File: config.mk
export PLATFORM = sky130hd
export DESIGN_NAME = instruction_fetch_unit
export DESIGN_NICKNAME = d
export VERILOG_FILES = /design/src/rtl/instruction_fetch_unit.sv
export SDC_FILE = /design/constraint.sdc
export NUM_CORES = 1
export LEC_CHECK = 0
export CAP_MARGIN = 30
export CORE_MARGIN = 4
export CORE_UTILIZATION = 44
export CTS_CLUSTER_DIAMETER = 120
export DETAILED_ROUTE_END_ITERATION = 8
export GPL_TIMING_DRIVEN = 0
export HOLD_SLACK_MARGIN = 0.12
export PLACE_DENSITY = 0.81
export SLEW_MARGIN = 20
export SYNTH_ARGS = -nofsm -noshare
export SYNTH_HDL_FRONTEND = slang
export SYNTH_SLANG_ARGS = --single-unit
export TNS_END_PERCENT = 1
File: constraint.sdc
create_clock -name clk -period 2.31 [get_ports clk]
set_input_delay 0.231 -clock clk [delete_from_list [all_inputs] [get_ports clk]]
set_output_delay 0.231 -clock clk [all_outputs]
set_load 0.03 [all_outputs]
File: src/rtl/instruction_fetch_unit.sv
// instruction_fetch_unit: PC, one-outstanding imem request, held instruction register for the decoder.
// Define IFU_PERF_CNT_EN to add fetch_count/stall_count performance counters.
module instruction_fetch_unit #(
    parameter logic [31:0] RESET_PC = 32'h0000_0000,
    parameter logic [31:0] PC_STEP  = 32'd4
) (
    input  logic        clk,
    input  logic        reset,
    output logic        imem_req,
    output logic [31:0] imem_addr,
    input  logic [31:0] imem_rdata,
    input  logic        imem_ready,
    input  logic        stall,
    input  logic        branch_taken,
    input  logic [31:0] branch_target,
    input  logic        halt,
    output logic [31:0] instruction,
    output logic [31:0] pc_out,
`ifdef IFU_PERF_CNT_EN
    output logic [31:0] fetch_count,
    output logic [31:0] stall_count,
`endif
    output logic        instr_valid
);
    typedef enum logic [1:0] {FETCH, HOLD, HALTED} state_t;
    state_t state;
    logic [31:0] pc;
    logic [31:0] target;
    assign imem_req  = state == FETCH;
    assign imem_addr = pc;
    assign target    = {branch_target[31:2], 2'b00};
    always_ff @(posedge clk) begin
        if (reset) begin
            pc          <= RESET_PC;
            state       <= FETCH;
            instruction <= '0;
            pc_out      <= '0;
            instr_valid <= 1'b0;
`ifdef IFU_PERF_CNT_EN
            fetch_count <= '0;
            stall_count <= '0;
`endif
        end else begin
            case (state)
                FETCH: begin
                    // a branch drops any word returned in the same cycle; a ready word outranks halt
                    if (branch_taken) begin
                        pc <= target;
                    end else if (imem_ready) begin
                        instruction <= imem_rdata;
                        pc_out      <= pc;
                        instr_valid <= 1'b1;
                        pc          <= pc + PC_STEP;
                        state       <= HOLD;
                    end else if (halt) begin
                        state <= HALTED;
                    end
                end
                HOLD: begin
                    if (branch_taken) begin
                        instr_valid <= 1'b0;
                        pc          <= target;
                        state       <= FETCH;
                    end else if (!stall) begin
                        instr_valid <= 1'b0;
                        state       <= halt ? HALTED : FETCH;
`ifdef IFU_PERF_CNT_EN
                        fetch_count <= fetch_count + 32'd1;
`endif
                    end else begin
`ifdef IFU_PERF_CNT_EN
                        stall_count <= stall_count + 32'd1;
`endif
                    end
                end
                default: instr_valid <= 1'b0;
            endcase
        end
    end
endmodule

==> impl_results.html <==
<table>
<tr><th>Metric</th><th>Value</th></tr>
<tr><th colspan="2">Drt</th></tr>
<tr><td>Remaining number of nets flagged by the antenna check after routing</td><td>0</td></tr>
<tr><td>Uppermost layer routed</td><td>met4</td></tr>
<tr><td>Iter 0 DRT Violations</td><td>526</td></tr>
<tr><td>Remaining DRCs</td><td>0</td></tr>
<tr><td>Number of iterations in the first detailed-routing pass</td><td>5</td></tr>
<tr><td>Avg WL per Cell</td><td>17.77 µm</td></tr>
<tr><td>Routed met2 length</td><td>7172 µm</td></tr>
<tr><td>DR vias/cell</td><td>5.580</td></tr>
<tr><td>Met3 wirelength from detailed routing</td><td>1418 µm</td></tr>
<tr><td>Total wire length</td><td>15090 µm</td></tr>
<tr><td>Total vias in the final route</td><td>4737</td></tr>
<tr><td>Met1 routed wirelength after detailed routing</td><td>6228 µm</td></tr>
<tr><th colspan="2">Worst hold path</th></tr>
<tr><td>Cell depth of the worst hold path</td><td>3</td></tr>
<tr><td>Min-Delay Startpoint</td><td>imem_rdata[0]</td></tr>
<tr><td>Worst min path class</td><td>in -&gt; reg</td></tr>
<tr><td>Terminating pin of the worst hold path</td><td>instruction[0]</td></tr>
<tr><th colspan="2">STA</th></tr>
<tr><td>Tcrit/Tclk final</td><td>97.50%</td></tr>
<tr><td>Number of hold-slack violations in the final timing report</td><td>0</td></tr>
<tr><td>Total setup violations reported at the end of the flow</td><td>0</td></tr>
<tr><td>Layout Skew</td><td>15.38 ps</td></tr>
<tr><td>Period minus WS final</td><td>2252 ps</td></tr>
<tr><td>Achievable frequency</td><td>444.0 MHz</td></tr>
<tr><td>Number of max-slew violations in the final report</td><td>0</td></tr>
<tr><td>Setup repair after global routing missed its margin</td><td>true</td></tr>
<tr><td>Min Hold Slack</td><td>407.8 ps</td></tr>
<tr><td>Worst Max-Slew Pin Slew</td><td>744.9 ps</td></tr>
<tr><td>Max transition margin</td><td>50.34%</td></tr>
<tr><th colspan="2">Critical path</th></tr>
<tr><td>Critical path start-end classification</td><td>in -&gt; reg</td></tr>
<tr><td>Critical Path Fanout Max</td><td>10</td></tr>
<tr><td>Crit path buf inv count</td><td>4</td></tr>
<tr><td>Critical Path Sink Type</td><td>flop</td></tr>
<tr><td>Worst R2R End</td><td>imem_addr[4]</td></tr>
<tr><td>Worst reg-to-reg path cell count</td><td>7</td></tr>
<tr><td>Master of the slowest instance on the critical path</td><td>clkdlybuf4s50_1</td></tr>
<tr><td>Crit-path leading delay family</td><td>buffers and inverters</td></tr>
<tr><td>Worst path cell trace</td><td>clkdlybuf4s50_1 -&gt; inv_2 -&gt; o21ai_1 -&gt; buf_2 -&gt; clkbuf_1 -&gt; o21ai_0 -&gt; a22oi_1 -&gt; nor2_1</td></tr>
<tr><td>Data arrival time of the worst path</td><td>2480 ps</td></tr>
<tr><td>Reg-to-reg setup timing slack</td><td>100 ps</td></tr>
<tr><td>Startpoint of the most critical register-to-register path</td><td>state[1]</td></tr>
<tr><td>Sort of element at the start of the critical path</td><td>primary input</td></tr>
<tr><td>Slowest stage delay, CP</td><td>680 ps</td></tr>
<tr><td>Required time of the worst setup path</td><td>2540 ps</td></tr>
<tr><th colspan="2">Finish</th></tr>
<tr><td>Share of final-layout standard cells stronger than drive strength 1</td><td>6.111%</td></tr>
<tr><td>Most used cells in the layout excluding fill and tap cells</td><td>clkdlybuf4s50_1, nand2_1, dfxtp_1</td></tr>
<tr><td>Final std cell area, no fill</td><td>6251 µm²</td></tr>
<tr><td>Layout net count</td><td>787</td></tr>
<tr><td>Layout Area Growth over Synthesis</td><td>47.24%</td></tr>
<tr><td>Ant diodes</td><td>0</td></tr>
<tr><td>Number of standard cells in the final layout excluding fillers</td><td>849</td></tr>
<tr><td>Layout fillers</td><td>827</td></tr>
<tr><td>Most common cell after layout, fill and taps aside</td><td>clkdlybuf4s50_1</td></tr>
<tr><th colspan="2">Clock network</th></tr>
<tr><td>H-tree levels</td><td>3</td></tr>
<tr><td>Reg clk slew, reported paths</td><td>100 ps</td></tr>
<tr><td>Cell at the root of the clock tree</td><td>clkbuf_8</td></tr>
<tr><td>Number of buffers added by the clock tree synthesis step</td><td>9</td></tr>
<tr><td>CTS sink cnt</td><td>95</td></tr>
<tr><td>Worst-case clock buffer depth</td><td>2</td></tr>
<tr><td>Post-CTS setup buffers</td><td>0</td></tr>
<tr><td>CTS tree</td><td>yes</td></tr>
<tr><td>Clock latency of the later-clocked register in the worst-skew pair</td><td>360 ps</td></tr>
<tr><th colspan="2">Synth</th></tr>
<tr><td>Sequential element share of the synthesized area</td><td>44.80%</td></tr>
<tr><td>Post-synthesis register bit count</td><td>95</td></tr>
<tr><td>Post-Syn Instances</td><td>542</td></tr>
<tr><td>Netlist Area Pre-Place</td><td>4245 µm²</td></tr>
<tr><td>Post-Synthesis Mean Instance Area</td><td>7.833 µm²</td></tr>
<tr><td>Post-synth EDFFs</td><td>0</td></tr>
<tr><td>Yosys warns</td><td>0</td></tr>
<tr><td>Leading register cell type out of synthesis</td><td>dfxtp_1</td></tr>
<tr><td>Synth cell types</td><td>57</td></tr>
<tr><td>FFs w/ async S/R, synth</td><td>0%</td></tr>
<tr><th colspan="2">Placement</th></tr>
<tr><td>Cell count after placement</td><td>834</td></tr>
<tr><td>GPL Wtd Cong</td><td>0.9500</td></tr>
<tr><td>Area after DPL</td><td>6020 µm²</td></tr>
<tr><td>Port Buffer Count</td><td>160</td></tr>
<tr><td>Estimated wirelength of the detail-placed design</td><td>11230 µm</td></tr>
<tr><th colspan="2">Floorplan</th></tr>
<tr><td>Number of top-level design ports</td><td>168</td></tr>
<tr><td>Die height</td><td>106.2 µm</td></tr>
<tr><td>FP Rows</td><td>35</td></tr>
<tr><td>Die outline width</td><td>106.2 µm</td></tr>
<tr><td>Core region area</td><td>9328 µm²</td></tr>
<tr><td>Effective utilization at floorplan</td><td>45.51%</td></tr>
<tr><td>Area enclosed by the die boundary</td><td>11280 µm²</td></tr>
<tr><th colspan="2">Job</th></tr>
<tr><td>Reported max-cap violation count</td><td>0</td></tr>
<tr><th colspan="2">Global routing</th></tr>
<tr><td>First-pass GRT wire length</td><td>24430 µm</td></tr>
<tr><td>Global router's overall resource usage</td><td>26.96%</td></tr>
<tr><td>Number of antenna violations at the first check in global routing</td><td>0</td></tr>
<tr><td>GRT Residual Overflow</td><td>0</td></tr>
<tr><td>Via count of the first global-routing pass</td><td>4718</td></tr>
<tr><td>Pin count of the biggest net entering global routing</td><td>16</td></tr>
<tr><th colspan="2">Pwr</th></tr>
<tr><td>Leak Pwr</td><td>2.144 nW</td></tr>
<tr><td>Peak supply drop</td><td>0.0003587 V</td></tr>
<tr><td>Pwr Density</td><td>639.8 nW/µm²</td></tr>
<tr><th colspan="2">Status</th></tr>
<tr><td>Run status</td><td>completed</td></tr>
</table>
==> synthesized netlist by cell type, types with 3 or more instances <==
cell,instances,area [µm²]
a21oi_1,77,385.4
nand4_1,3,18.77
nand2_1,152,570.6
a211oi_1,3,22.52
a32oi_1,11,96.34
o221ai_1,3,26.28
mux2i_1,3,30.03
nand3_1,20,100.1
a31oi_1,3,18.77
o22ai_1,3,18.77
nor2_1,21,78.83
buf_1,3,11.26
inv_1,4,15.01
dfxtp_1,95,1902
and4_1,3,26.28
a22oi_1,6,45.04
a21o_1,3,22.52
nand2b_1,3,18.77
or3_1,3,18.77
nor3_1,7,35.03
buf_4,4,30.03
o31ai_1,4,30.03
clkbuf_1,24,90.09
and3_1,4,25.02
buf_2,9,45.04
o211ai_1,7,52.55
o21ai_0,22,110.1
==> flip-flops by register name (all words and copies together) (netlist names) <==
name,count
imem_addr,30
state,2
instr_valid,1
pc_out,30
instruction,32
==> where the power goes <==
part / internal [mW] / switching (mW) / leakage, nW / total [mW]
combinational: 0.368 / 0.526 / 1.25 / 0.894
clock: 0.670 / 0.599 / 0.116 / 1.27
sequential: 1.73 / 0.110 / 0.775 / 1.84
total: 2.76 / 1.24 / 2.14 / 4.00
==> area by class of cell <==
cell class | count | area (µm²) | area share (%)
inverter | 6 | 22.52 | 0.3603
buffer | 41 | 181.4 | 2.902
timing repair buffer | 160 | 1602 | 25.62
clock buffer | 11 | 151.4 | 2.422
tap | 129 | 161.4 | 2.582
clock inverter | 4 | 77.57 | 1.241
multi-input combinational | 403 | 2153 | 34.45
sequential | 95 | 1902 | 30.42
==> through the flow <==
| step | worst slack (ps) | util (%) | total power, mW | setup TNS, ps |
|---|---|---|---|---|
| 2_1_floorplan | 338.5 | - | 2.325 | 0 |
| 3_3_place_gp | -200.5 | 64.53 | 2.735 | -1929 |
| 3_5_place_dp | -216.3 | 64.53 | 2.756 | -3873 |
| 4_1_cts | 86.83 | 66.99 | 3.998 | 0 |
| 5_1_grt | -60.99 | 67.02 | 4.149 | -60.99 |
| 6_report | 57.75 | 67.02 | 4.000 | 0 |
==> worst min-delay path, cell delays in order <==
cell and delay [ps]:
clkdlybuf4s50_1 390, nand2_1 50, a21oi_1 50
==> kinds of logic after synthesis <==
logic type	after synthesis	share of synthesized area, %
AOI/OAI and AO/OA	156	22.46
other	1	0.08833
buffers and inverters	47	4.804
muxes	3	0.7074
and+or+nand+nor	239	26.85
adders and majority gates	1	0.2947
DFF	95	44.80
==> worst max-delay path by stage <==
stage / slack, ps / from / to / depth (start not counted)
floorplan: 340 / imem_addr[2] / imem_addr[26] / 6
global placement: -200 / branch_taken / imem_addr[13] / 8
detailed placement: -220 / branch_taken / imem_addr[4] / 8
CTS: 90 / state[1] / pc_out[3] / 7
global route: -60 / branch_taken / imem_addr[4] / 8
finish: 60 / branch_taken / imem_addr[4] / 8
==> metal layers <==
layer / vias to the layer above / track usage [%]
met5: - / 0
met4: 0 / 7.956
met3: 24 / 5.586
met2: 249 / 44.12
met1: 2201 / 35.86
li1: 2263 / -
==> what timing repair did <==
action                     in CTS  in global routing
hold buffers                    0                  0
setup endpoints to repair       0                 44
resized for setup               0                  1
Note: power is estimated with default switching activity, not from simulation.
